--- config.mk ---
export PLATFORM = sky130hd
export DESIGN_NAME = e203_dma_icb_arb
export DESIGN_NICKNAME = d
export VERILOG_FILES = /design/src/rtl/e203_dma_icb_arb.sv
export SDC_FILE = /design/constraint.sdc
export NUM_CORES = 1
export LEC_CHECK = 0
export ABC_AREA = 0
export CAP_MARGIN = 20
export CORE_AREA = 3 3 122 124
export DETAILED_ROUTE_END_ITERATION = 6
export DIE_AREA = 0 0 125 127
export HOLD_SLACK_MARGIN = 0.1
export MAX_ROUTING_LAYER = met4
export PLACE_DENSITY = 0.52
export SYNTH_ARGS = -nofsm -noshare
export SYNTH_HDL_FRONTEND = slang
export SYNTH_SLANG_ARGS = --single-unit
--- constraint.sdc ---
create_clock -name clk -period 1.5 [get_ports clk]
set_input_delay 0.3 -clock clk [delete_from_list [all_inputs] [get_ports clk]]
set_output_delay 0.3 -clock clk [all_outputs]
set_load 0.005 [all_outputs]
--- src/rtl/e203_dma_icb_arb.sv ---
// 2:1 ICB arbiter merging the core (m0) and DMA (m1) masters onto one slave port,
// with in-order response routing. Define E203_DMA_ARB_RR_EN for round-robin, else m0 has fixed priority.
module e203_dma_icb_arb #(
   parameter int AW         = 32,
   parameter int DW         = 32,
   parameter int OUTS_DEPTH = 2
) (
   input  logic            clk,
   input  logic            rst_n,
   input  logic            m0_icb_cmd_valid,
   output logic            m0_icb_cmd_ready,
   input  logic [AW-1:0]   m0_icb_cmd_addr,
   input  logic            m0_icb_cmd_read,
   input  logic [DW-1:0]   m0_icb_cmd_wdata,
   input  logic [DW/8-1:0] m0_icb_cmd_wmask,
   output logic            m0_icb_rsp_valid,
   input  logic            m0_icb_rsp_ready,
   output logic            m0_icb_rsp_err,
   output logic [DW-1:0]   m0_icb_rsp_rdata,
   input  logic            m1_icb_cmd_valid,
   output logic            m1_icb_cmd_ready,
   input  logic [AW-1:0]   m1_icb_cmd_addr,
   input  logic            m1_icb_cmd_read,
   input  logic [DW-1:0]   m1_icb_cmd_wdata,
   input  logic [DW/8-1:0] m1_icb_cmd_wmask,
   output logic            m1_icb_rsp_valid,
   input  logic            m1_icb_rsp_ready,
   output logic            m1_icb_rsp_err,
   output logic [DW-1:0]   m1_icb_rsp_rdata,
   output logic            s_icb_cmd_valid,
   input  logic            s_icb_cmd_ready,
   output logic [AW-1:0]   s_icb_cmd_addr,
   output logic            s_icb_cmd_read,
   output logic [DW-1:0]   s_icb_cmd_wdata,
   output logic [DW/8-1:0] s_icb_cmd_wmask,
   input  logic            s_icb_rsp_valid,
   output logic            s_icb_rsp_ready,
   input  logic            s_icb_rsp_err,
   input  logic [DW-1:0]   s_icb_rsp_rdata
);

   localparam int PW = $clog2(OUTS_DEPTH) + 1;
   localparam logic [PW-1:0] IDX_MASK = PW'(OUTS_DEPTH - 1);

   logic [PW-1:0]         wr_ptr_r, rd_ptr_r;
   logic [PW-1:0]         wr_idx_s, rd_idx_s;
   logic [OUTS_DEPTH-1:0] id_mem_r, wr_oh_s, rd_oh_s;
   logic                  lock_r, lock_id_r, stray_rsp_r;
   logic                  gnt_s, gnt_vld_s, rr_sel_s, head_s;
   logic                  fifo_full_s, fifo_empty_s, cmd_hs_s, push_s, pop_s;

`ifdef E203_DMA_ARB_RR_EN
   logic rr_ptr_r;

   // Round-robin pointer: after every issued command, favour the other master.
   always_ff @(posedge clk or negedge rst_n) begin
      if (!rst_n) begin
         rr_ptr_r <= 1'b0;
      end else if (cmd_hs_s) begin
         rr_ptr_r <= ~gnt_s;
      end
   end
   assign rr_sel_s = rr_ptr_r;
`else
   assign rr_sel_s = 1'b0;
`endif

   // Grant select: a lock pins the grant so a pending command cannot be swapped out.
   always_comb begin
      gnt_s = 1'b0;
      if (lock_r) begin
         gnt_s = lock_id_r;
      end else if (m0_icb_cmd_valid && m1_icb_cmd_valid) begin
         gnt_s = rr_sel_s;
      end else if (m1_icb_cmd_valid) begin
         gnt_s = 1'b1;
      end else begin
         gnt_s = 1'b0;
      end
   end

   assign gnt_vld_s    = gnt_s ? m1_icb_cmd_valid : m0_icb_cmd_valid;
   assign wr_idx_s     = wr_ptr_r & IDX_MASK;
   assign rd_idx_s     = rd_ptr_r & IDX_MASK;
   assign wr_oh_s      = OUTS_DEPTH'(1'b1) << wr_idx_s;
   assign rd_oh_s      = OUTS_DEPTH'(1'b1) << rd_idx_s;
   assign fifo_empty_s = (wr_ptr_r == rd_ptr_r);
   assign fifo_full_s  = (wr_ptr_r[PW-1] != rd_ptr_r[PW-1]) && (wr_idx_s == rd_idx_s);
   assign head_s       = |(id_mem_r & rd_oh_s);

   assign s_icb_cmd_valid  = gnt_vld_s & ~fifo_full_s;
   assign s_icb_cmd_addr   = gnt_s ? m1_icb_cmd_addr  : m0_icb_cmd_addr;
   assign s_icb_cmd_read   = gnt_s ? m1_icb_cmd_read  : m0_icb_cmd_read;
   assign s_icb_cmd_wdata  = gnt_s ? m1_icb_cmd_wdata : m0_icb_cmd_wdata;
   assign s_icb_cmd_wmask  = gnt_s ? m1_icb_cmd_wmask : m0_icb_cmd_wmask;
   assign m0_icb_cmd_ready = ~gnt_s & s_icb_cmd_ready & ~fifo_full_s;
   assign m1_icb_cmd_ready =  gnt_s & s_icb_cmd_ready & ~fifo_full_s;
   assign cmd_hs_s         = s_icb_cmd_valid & s_icb_cmd_ready;
   assign push_s           = cmd_hs_s;

   // Responses with no outstanding entry are swallowed (ready held high).
   assign m0_icb_rsp_valid = s_icb_rsp_valid & ~fifo_empty_s & ~head_s;
   assign m1_icb_rsp_valid = s_icb_rsp_valid & ~fifo_empty_s &  head_s;
   assign m0_icb_rsp_err   = m0_icb_rsp_valid & s_icb_rsp_err;
   assign m1_icb_rsp_err   = m1_icb_rsp_valid & s_icb_rsp_err;
   assign m0_icb_rsp_rdata = {DW{m0_icb_rsp_valid}} & s_icb_rsp_rdata;
   assign m1_icb_rsp_rdata = {DW{m1_icb_rsp_valid}} & s_icb_rsp_rdata;
   assign s_icb_rsp_ready  = fifo_empty_s ? 1'b1 : (head_s ? m1_icb_rsp_ready : m0_icb_rsp_ready);
   assign pop_s            = s_icb_rsp_valid & s_icb_rsp_ready & ~fifo_empty_s;

   // Outstanding-ID FIFO, grant lock and stray-response flag.
   always_ff @(posedge clk or negedge rst_n) begin
      if (!rst_n) begin
         wr_ptr_r    <= {PW{1'b0}};
         rd_ptr_r    <= {PW{1'b0}};
         id_mem_r    <= {OUTS_DEPTH{1'b0}};
         lock_r      <= 1'b0;
         lock_id_r   <= 1'b0;
         stray_rsp_r <= 1'b0;
      end else begin
         if (push_s) begin
            wr_ptr_r <= wr_ptr_r + PW'(1);
            id_mem_r <= (id_mem_r & ~wr_oh_s) | ({OUTS_DEPTH{gnt_s}} & wr_oh_s);
         end
         if (pop_s) begin
            rd_ptr_r <= rd_ptr_r + PW'(1);
         end
         lock_r      <= gnt_vld_s & ~cmd_hs_s;
         lock_id_r   <= gnt_s;
         stray_rsp_r <= stray_rsp_r | (s_icb_rsp_valid & fifo_empty_s);
      end
   end

endmodule
Word level (Yosys, flattened, before mapping)
Cells that the tools add are included.
- register bits after elaboration: 8
- bits of input ports: 179
- output and inout port bits: 141
- word-level logic and storage cells: 51
- add/sub/neg operators: 2
- eq/ne operators: 3
- shifts and indexed selects: 2
- muxes and demuxes: 10
- bitwise logic cells: 26
- reduce and logical (&&, ||, !) cells: 3
- operators with widths (cell ; count):
    $and 32x32->32 ; 2
    $mux 32 ; 2
    $and 1x1->1 ; 14
    $mux 1 ; 7
    $and 2x2->2 ; 3
    $not 1->1 ; 5
    $add 2x1->2 const B ; 2
    $mux 4 ; 1
    $shl 1x1->2 const A ; 2
    $eq 2x2->1 ; 1
    $logic_and 1x1->1 ; 2
    $not 2->2 ; 1
    $or 2x2->2 ; 1
    $reduce_or 2->1 ; 1
    $eq 1x1->1 ; 1
    $ne 1x1->1 ; 1

Longest topological paths before layout
Gate-level depths: netlist (run 1).
- word-level depth: 8
- mapped depth: 5
- gate-level depth less buffers: 4

Worst setup path before layout (run 1)
OpenSTA, ideal clock, no wires.
- path kind: reg-to-output
- from: register lock_r
- to: output port s_icb_cmd_addr[12]
- data arrival time: 1324 ps
- required time: 1200 ps
- setup slack: -124 ps
- stages on the path, launching flop included: 6
- buffers on the path: 2
- cell sequence: dfrtp_1 -> nand2_1 -> o21a_1 -> clkbuf_1 -> buf_2 -> mux2_2
- word-level cells in the longest chain between the ends: 2
- ends and longest elaborated chain (element ; line ; source):
    from (decl) ; 48 ; logic lock_r, lock_id_r, stray_rsp_r;
    from (signal assigned) ; 128 ; lock_r <= gnt_vld_s & ~cmd_hs_s;
    $mux 1 ; 71 ; if (lock_r) begin
    $mux 32 ; 92 ; assign s_icb_cmd_addr = gnt_s ? m1_icb_cmd_addr : m0_icb_cmd_addr;
    to (decl) ; 32 ; output logic [AW-1:0] s_icb_cmd_addr,
No other way between the ends.

Worst setup path in the final report (run 1)
- from: register rd_ptr_r[0]
- to: output port m0_icb_rsp_rdata[8]
- word-level cells in the longest chain between the ends: 6
- elaborated cells on any way between the ends: 9
- classes of those cells: 1 x eq/ne; 1 x shift; 6 x bitwise; 1 x reduce/logical
- ends and longest elaborated chain (element ; line ; source):
    from (decl) ; 45 ; logic [PW-1:0] wr_ptr_r, rd_ptr_r;
    from (signal assigned) ; 115 ; rd_ptr_r <= {PW{1'b0}};
    from (signal assigned) ; 126 ; rd_ptr_r <= rd_ptr_r + PW'(1);
    $shl 1x1->2 ; 86 ; assign rd_oh_s = OUTS_DEPTH'(1'b1) << rd_idx_s;
    $and 2x2->2 ; 89 ; assign head_s = |(id_mem_r & rd_oh_s);
    $reduce_or 2->1 ; 89 ;
    $not 1->1 ; 102 ; assign m0_icb_rsp_valid = s_icb_rsp_valid & ~fifo_empty_s & ~head_s;
    $and 1x1->1 * ; 102 ;
    $and 32x32->32 * ; 106 ; assign m0_icb_rsp_rdata = {DW{m0_icb_rsp_valid}} & s_icb_rsp_rdata;
    to (decl) ; 19 ; output logic [DW-1:0] m0_icb_rsp_rdata,
Every way passes the cells marked *; elsewhere a longest branch is shown, timed or not.

==> impl_metrics.tcl, run 1 <==
set metrics [dict create \
    wl_per_cell_um 17.8 \
    peakVddDrop_mv 1.09 \
    die_w_um 125 \
    wirelength_um 13500 \
    vias 2957 \
    hp-class "in2async" \
    via_per_inst 3.89 \
    leakagePower_nw 3.01 \
    io_pins 320 \
    ys_ff_latch 8 \
    cp-end-kind "primary output" \
    busiest_layer "met2" \
    die_h_um 127 \
    nNetsFinal 761 \
    violations "setup timing" \
    finalPower_mw 8.44 \
    dp.final_hpwl_um 10300 \
    finalSetupViolCount 146 \
    worst_slew_pin_slew_ns 0.383 \
    globalRouteMet1Util_pct 18.6 \
    cp.arrival_ns 2.00 \
    reg2reg_from "rd_ptr_r[0]" \
    grt_pass1_wl_um 19800 \
    grt.overflow.total 0 \
    crit_required_ns 1.20 \
    drtIter0Drc 52 \
    rows 43 \
    die_area_mm2 0.0159 \
    yosys_warnings 0 \
    use_met3_pct 2.88 \
    finalSetupTns_ns -87.41 \
    first_global_vias 3244 \
    cts.htree.levels 1 \
    grt_max_degree 35 \
    synth_seq_area_share_pct 11.6 \
    reg2regPathDepth 6 \
    rsz0062_at_grt "true" \
    start_util_pct 12.5 \
    layout_setup_ws_ns -0.803 \
    clock_latency_ns 0.23 \
    grt_usage_pct 16.0 \
    reg2reg_slack_ns -0.32 \
    use_met2_pct 30.0 \
    final_max_slew_viol_count 0 \
    drc 0 \
    syn2layout_area_growth_pct 281 \
    synthCells 193 \
    fillers 1263 \
    fmax_mhz 434 \
    gp_congestion 0.885 \
    finClkSkew_ns 0.00284 \
    cts_max_path_buffers 2 \
    status "finished with violations" \
    drive_gt1_share_pct 47.8 \
    fin_crit_ns 2.30 \
    cts_made_buffers 3 \
    fin_cells 761 \
    synthDistinctLibCells 24 \
    numPortBuffers 319 \
    syn_nets 372 \
    postRouteAntennaNets 0 \
    dp_cells 702 \
    cts.clk_slew.worst_paths_ns 0.04 \
    antenna_found_initial 0 \
    core_mm2 0.0139 \
    syn_avg_cell_area_um2 8.97 \
    crit_type "reg2out" \
    drv_cap 0 \
    final_hold_viol_count 0 \
    tritoncts "yes" \
    startpoint_type "flop" \
    cts.sinks 8 \
    diodes 0 \
    syn_area_mm2 0.00173 \
    worst-path-max-fanout 34 \
    dr.pass1.iters 4 \
    finalCritPeriodShare_pct 154 \
    root_buffer "clkbuf_16" \
    relSlewSlack_pct 74.4 \
    power_density_mw_per_mm2 1280 \
]
==> area by class of cell <==
type / instances / area (um2) / area share [%]
Tap cell: 180 / 225 / 3.41
Sequential cell: 8 / 201 / 3.05
Clock buffer: 4 / 78.8 / 1.19
Multi-Input combinational cell: 170 / 1910 / 28.9
Inverter: 1 / 6.26 / 0.0948
Timing Repair Buffer: 398 / 4180 / 63.3
==> how the worst max path moves through the flow <==
| stage | from | end | slack (ns) |
|---|---|---|---|
| 2_1_floorplan | wr_ptr_r[0] | m0_icb_rsp_rdata[22] | -0.06 |
| 3_3_place_gp | m0_icb_cmd_valid | s_icb_cmd_wmask[2] | -0.94 |
| 3_5_place_dp | m0_icb_cmd_valid | s_icb_cmd_wdata[30] | -0.95 |
| 4_1_cts | rd_ptr_r[0] | m0_icb_rsp_rdata[27] | -0.82 |
| 5_1_grt | rd_ptr_r[0] | m0_icb_rsp_rdata[2] | -0.90 |
| 6_report | rd_ptr_r[0] | m0_icb_rsp_rdata[8] | -0.80 |
==> cell usage in the layout, fill, tap and decap left out, types with 4 or more instances in the layout <==
master | Yosys | layout
buf_6 | 0 | 105
buf_8 | 0 | 12
dfrtp_1 | 8 | 7
mux2_4 | 0 | 69
and2_4 | 0 | 37
xor2_1 | 6 | 5
buf_12 | 0 | 8
clkdlybuf4s50_1 | 0 | 245
buf_2 | 13 | 4
buf_4 | 0 | 21
and2_1 | 66 | 29
==> per-layer routing <==
metal | routed length (um) | vias to the layer above
met1 | 5150 | 1409
li1 | - | 1427
met4 | 102 | 0
met2 | 7610 | 111
met3 | 691 | 10
met5 | 0 | -
==> synth_stat cells <==
library cell / number / area share [%]
nand2b_1: 3 / 1.1
nand2_1: 2 / 0.43
o21ai_1: 2 / 0.58
o21ai_0: 1 / 0.29
nor3b_1: 2 / 0.87
nor4b_2: 1 / 0.87
inv_1: 1 / 0.22
nor2_1: 5 / 1.1
xnor2_1: 1 / 0.51
nand3b_1: 1 / 0.43
clkbuf_1: 1 / 0.22
xor2_1: 6 / 3.0
a21oi_1: 1 / 0.29
and2_1: 66 / 24
nor4b_4: 1 / 1.4
o21a_1: 1 / 0.43
buf_2: 13 / 3.8
nor2b_2: 1 / 0.51
mux2i_1: 3 / 1.7
dfrtp_1: 8 / 12
nor2b_1: 1 / 0.36
mux2_2: 37 / 24
nor2_2: 1 / 0.36
mux2_1: 34 / 22
==> through the flow <==
stage | setup slack, ns | hold slack (ns) | area, um2 | util (%)
6_report | -0.803 | 0.358 | 6600 | 47.5
5_1_grt | -0.905 | 0.378 | 6600 | 47.5
4_1_cts | -0.824 | 0.372 | 6330 | 45.6
3_5_place_dp | -0.953 | 0.541 | 5450 | 39.3
3_3_place_gp | -0.939 | 0.540 | 5450 | 39.3
2_1_floorplan | -0.0590 | 0.00441 | 1960 | -
==> where the power goes <==
group | total, mW | internal, mW | switching (mW)
logic | 7.56 | 5.07 | 2.49
clock network | 0.459 | 0.354 | 0.104
registers | 0.426 | 0.324 | 0.102
==> worst max-delay path: stages, from the launching register on <==
cell,delay (ns)
dfrtp_2,0.42
mux2i_4,0.30
nor2b_4,0.20
buf_12,0.18
and2_1,0.14
clkdlybuf4s50_1,0.53
==> logic make-up (layout without fill, tap and decap cells) <==
| group | Yosys count | in the layout | share of synthesized area [%] |
|---|---|---|---|
| AND/OR/NAND/NOR | 84 | 84 | 31.2 |
| multiplexers | 74 | 74 | 47.9 |
| buffers and inverters | 15 | 403 | 4.19 |
| flip-flops | 8 | 8 | 11.6 |
| XOR/XNOR | 7 | 7 | 3.54 |
| AO/OA/AOI/OAI | 5 | 5 | 1.59 |
==> repair_timing <==
action,CTS,global route
pin swaps,4,2
setup buffers,42,19
hold buffers,0,0
setup endpoints to repair,146,147
cloned,5,0
resized for setup,430,84
(Power assumes the default switching activity.)
==> inputs of run 2 (changes only) <==
--- a/config.mk
+++ b/config.mk
@@ -10,7 +10,7 @@
 export CORE_AREA = 3 3 122 124
 export DETAILED_ROUTE_END_ITERATION = 6
 export DIE_AREA = 0 0 125 127
-export HOLD_SLACK_MARGIN = 0.1
+export HOLD_SLACK_MARGIN = 0.12
 export MAX_ROUTING_LAYER = met4
 export PLACE_DENSITY = 0.52
 export SYNTH_ARGS = -nofsm -noshare
==> results of run 2 <==
No change in the layout: final DEF, timing and power equal those of run 1.
==> inputs of run 3 (changes only) <==
--- a/config.mk
+++ b/config.mk
@@ -7,12 +7,12 @@
 export LEC_CHECK = 0
 export ABC_AREA = 0
 export CAP_MARGIN = 20
-export CORE_AREA = 3 3 122 124
+export CORE_AREA = 2 2 124 126
 export DETAILED_ROUTE_END_ITERATION = 6
-export DIE_AREA = 0 0 125 127
+export DIE_AREA = 0 0 126 128
 export HOLD_SLACK_MARGIN = 0.12
 export MAX_ROUTING_LAYER = met4
-export PLACE_DENSITY = 0.52
+export PLACE_DENSITY = 0.5
 export SYNTH_ARGS = -nofsm -noshare
 export SYNTH_HDL_FRONTEND = slang
 export SYNTH_SLANG_ARGS = --single-unit
==> impl_metrics.tcl, run 3 (synthesis gave the netlist of run 1 again) <==
set metrics [dict create \
    relSlewSlack_pct 73.1 \
    cts_made_buffers 3 \
    cts_max_path_buffers 2 \
    grt.overflow.total 0 \
    fin_crit_ns 2.03 \
    drtIter0Drc 30 \
    path_cells "xor2_4, o21ai_4, nor2b_4, buf_6, clkbuf_16, and2_4, buf_6" \
    grt_usage_pct 15.1 \
    drive_gt1_share_pct 63.4 \
    first_global_vias 3182 \
    dp.final_hpwl_um 9500 \
    placed_area_mm2 0.00548 \
    seqPwrFrac_pct 5.1 \
    final_hold_viol_count 0 \
    timing.hold.ws_ns 0.366 \
    layout_setup_ws_ns -0.528 \
    finalCritPeriodShare_pct 135 \
    drc 0 \
    nNetsFinal 757 \
    core_mm2 0.0149 \
    worst-path-max-fanout 6 \
    die_w_um 126 \
    reg2regPathDepth 9 \
    syn2layout_area_growth_pct 287 \
    slowest_delay_ns 0.46 \
    cts.clk_slew.worst_paths_ns 0.04 \
    leakagePower_nw 3.15 \
    start_util_pct 11.6 \
    power_density_mw_per_mm2 1360 \
    intPower_mw 6.15 \
    status "finished with violations" \
    numPortBuffers 319 \
    clock_latency_ns 0.23 \
    switchingPower_mw 2.98 \
    root_buffer "clkbuf_16" \
    rsz0062_at_grt "true" \
    mostFrequentLayoutCell "clkdlybuf4s50_1" \
    diodes 0 \
    cp.arrival_ns 1.73 \
    wl_per_cell_um 16.9 \
    startpoint_type "flop" \
    gp_congestion 0.893 \
    cts.sinks 8 \
    dr.pass1.iters 3 \
    rows 45 \
    vias 2969 \
    wirelength_um 12900 \
    violations "setup timing" \
    final_cell_mix "176 x clkdlybuf4s50_1, 154 x buf_6, 62 x and2_4, 54 x mux2_4, 20 x buf_4" \
    finalSetupTns_ns -66.02 \
    worst_slew_pin_slew_ns 0.403 \
    die_h_um 128 \
    io_pins 320 \
    finClkSkew_ns 0.00371 \
    clkPwrFrac_pct 5.0 \
    crit_required_ns 1.20 \
    cpMostUsedCell "buf_6" \
    antenna_found_initial 0 \
    cp-end-kind "primary output" \
    grt_max_degree 13 \
    combPwrFrac_pct 89.8 \
    p_sw_share_pct 32.6 \
    peakVddDrop_mv 0.998 \
    via_per_inst 3.88 \
    crit_type "reg2out" \
    finalSetupViolCount 147 \
    tritoncts "yes" \
    slowest_stage "dfrtp_2" \
    grt_pass1_wl_um 18700 \
    fmax_mhz 493 \
    postRouteAntennaNets 0 \
    die_area_mm2 0.0161 \
    hp-class "in2async" \
    design_area_mm2 0.00670 \
    drv_cap 0 \
    final_max_slew_viol_count 0 \
    cts.htree.levels 1 \
]
run 3: repair_timing:
action / in CTS / in global routing
pin swaps: 33 / 25
setup buffers: 42 / 10
endpoints found under the setup margin: 146 / 148
hold buffers: 0 / 0
gates resized for setup: 728 / 100
cloned: 11 / 2
run 3: final timing paths:
kind	from	to	slack, ns
min in group clk	flop	flop	0.55
hold reg to reg	flop	flop	0.55
setup reg to reg	rd_ptr_r[0]	rd_ptr_r[1]	-0.30
hold / removal	rst_n	wr_ptr_r[0]	0.37
max in group asynchronous	rst_n	lock_r	0.82
setup / recovery	rd_ptr_r[0]	m0_icb_rsp_rdata[1]	-0.53
run 3: through the flow:
step | total power [mW] | setup slack [ns] | std cells | util (%)
floorplan | 2.80 | -0.0590 | 193 | -
global placement | 5.78 | -0.983 | 711 | 36.9
detailed placement | 5.80 | -0.994 | 711 | 36.9
CTS | 8.80 | -0.619 | 768 | 43.8
global route | 9.67 | -0.580 | 765 | 45.1
finish | 9.13 | -0.528 | 765 | 45.1
run 3: cell type report:
cell class	instances	area [um2]
tap	188	235
multi-input combinational	171	2030
inverter	1	3.75
sequential	8	203
fill	1409	8160
clock buffer	4	78.8
timing repair buffer	393	4150
run 3: power groups by stage:
stage | Combinational (mW) | Clock (mW) | Sequential (mW)
after floorplan | 2.36 | 0 | 0.442
after global placement | 5.35 | 0 | 0.429
after detailed placement | 5.37 | 0 | 0.427
after CTS | 7.89 | 0.464 | 0.447
after global routing | 8.70 | 0.485 | 0.481
final | 8.20 | 0.459 | 0.468
run 3: layer usage:
metal	vias to the layer above	wire, um	global-route usage (%)
li1	1428	-	-
met4	0	71	1.10
met2	124	7010	28.7
met5	-	0	-
met1	1411	5250	17.8
met3	6	595	1.63
run 3: worst max-delay path, delay by kind of cell (launching register included):
family	cells	cell delay, ns
AO/OA/AOI/OAI	1	0.23
XOR/XNOR	1	0.18
buffers and inverters	3	0.41
flip-flops	1	0.46
AND/OR/NAND/NOR	2	0.21
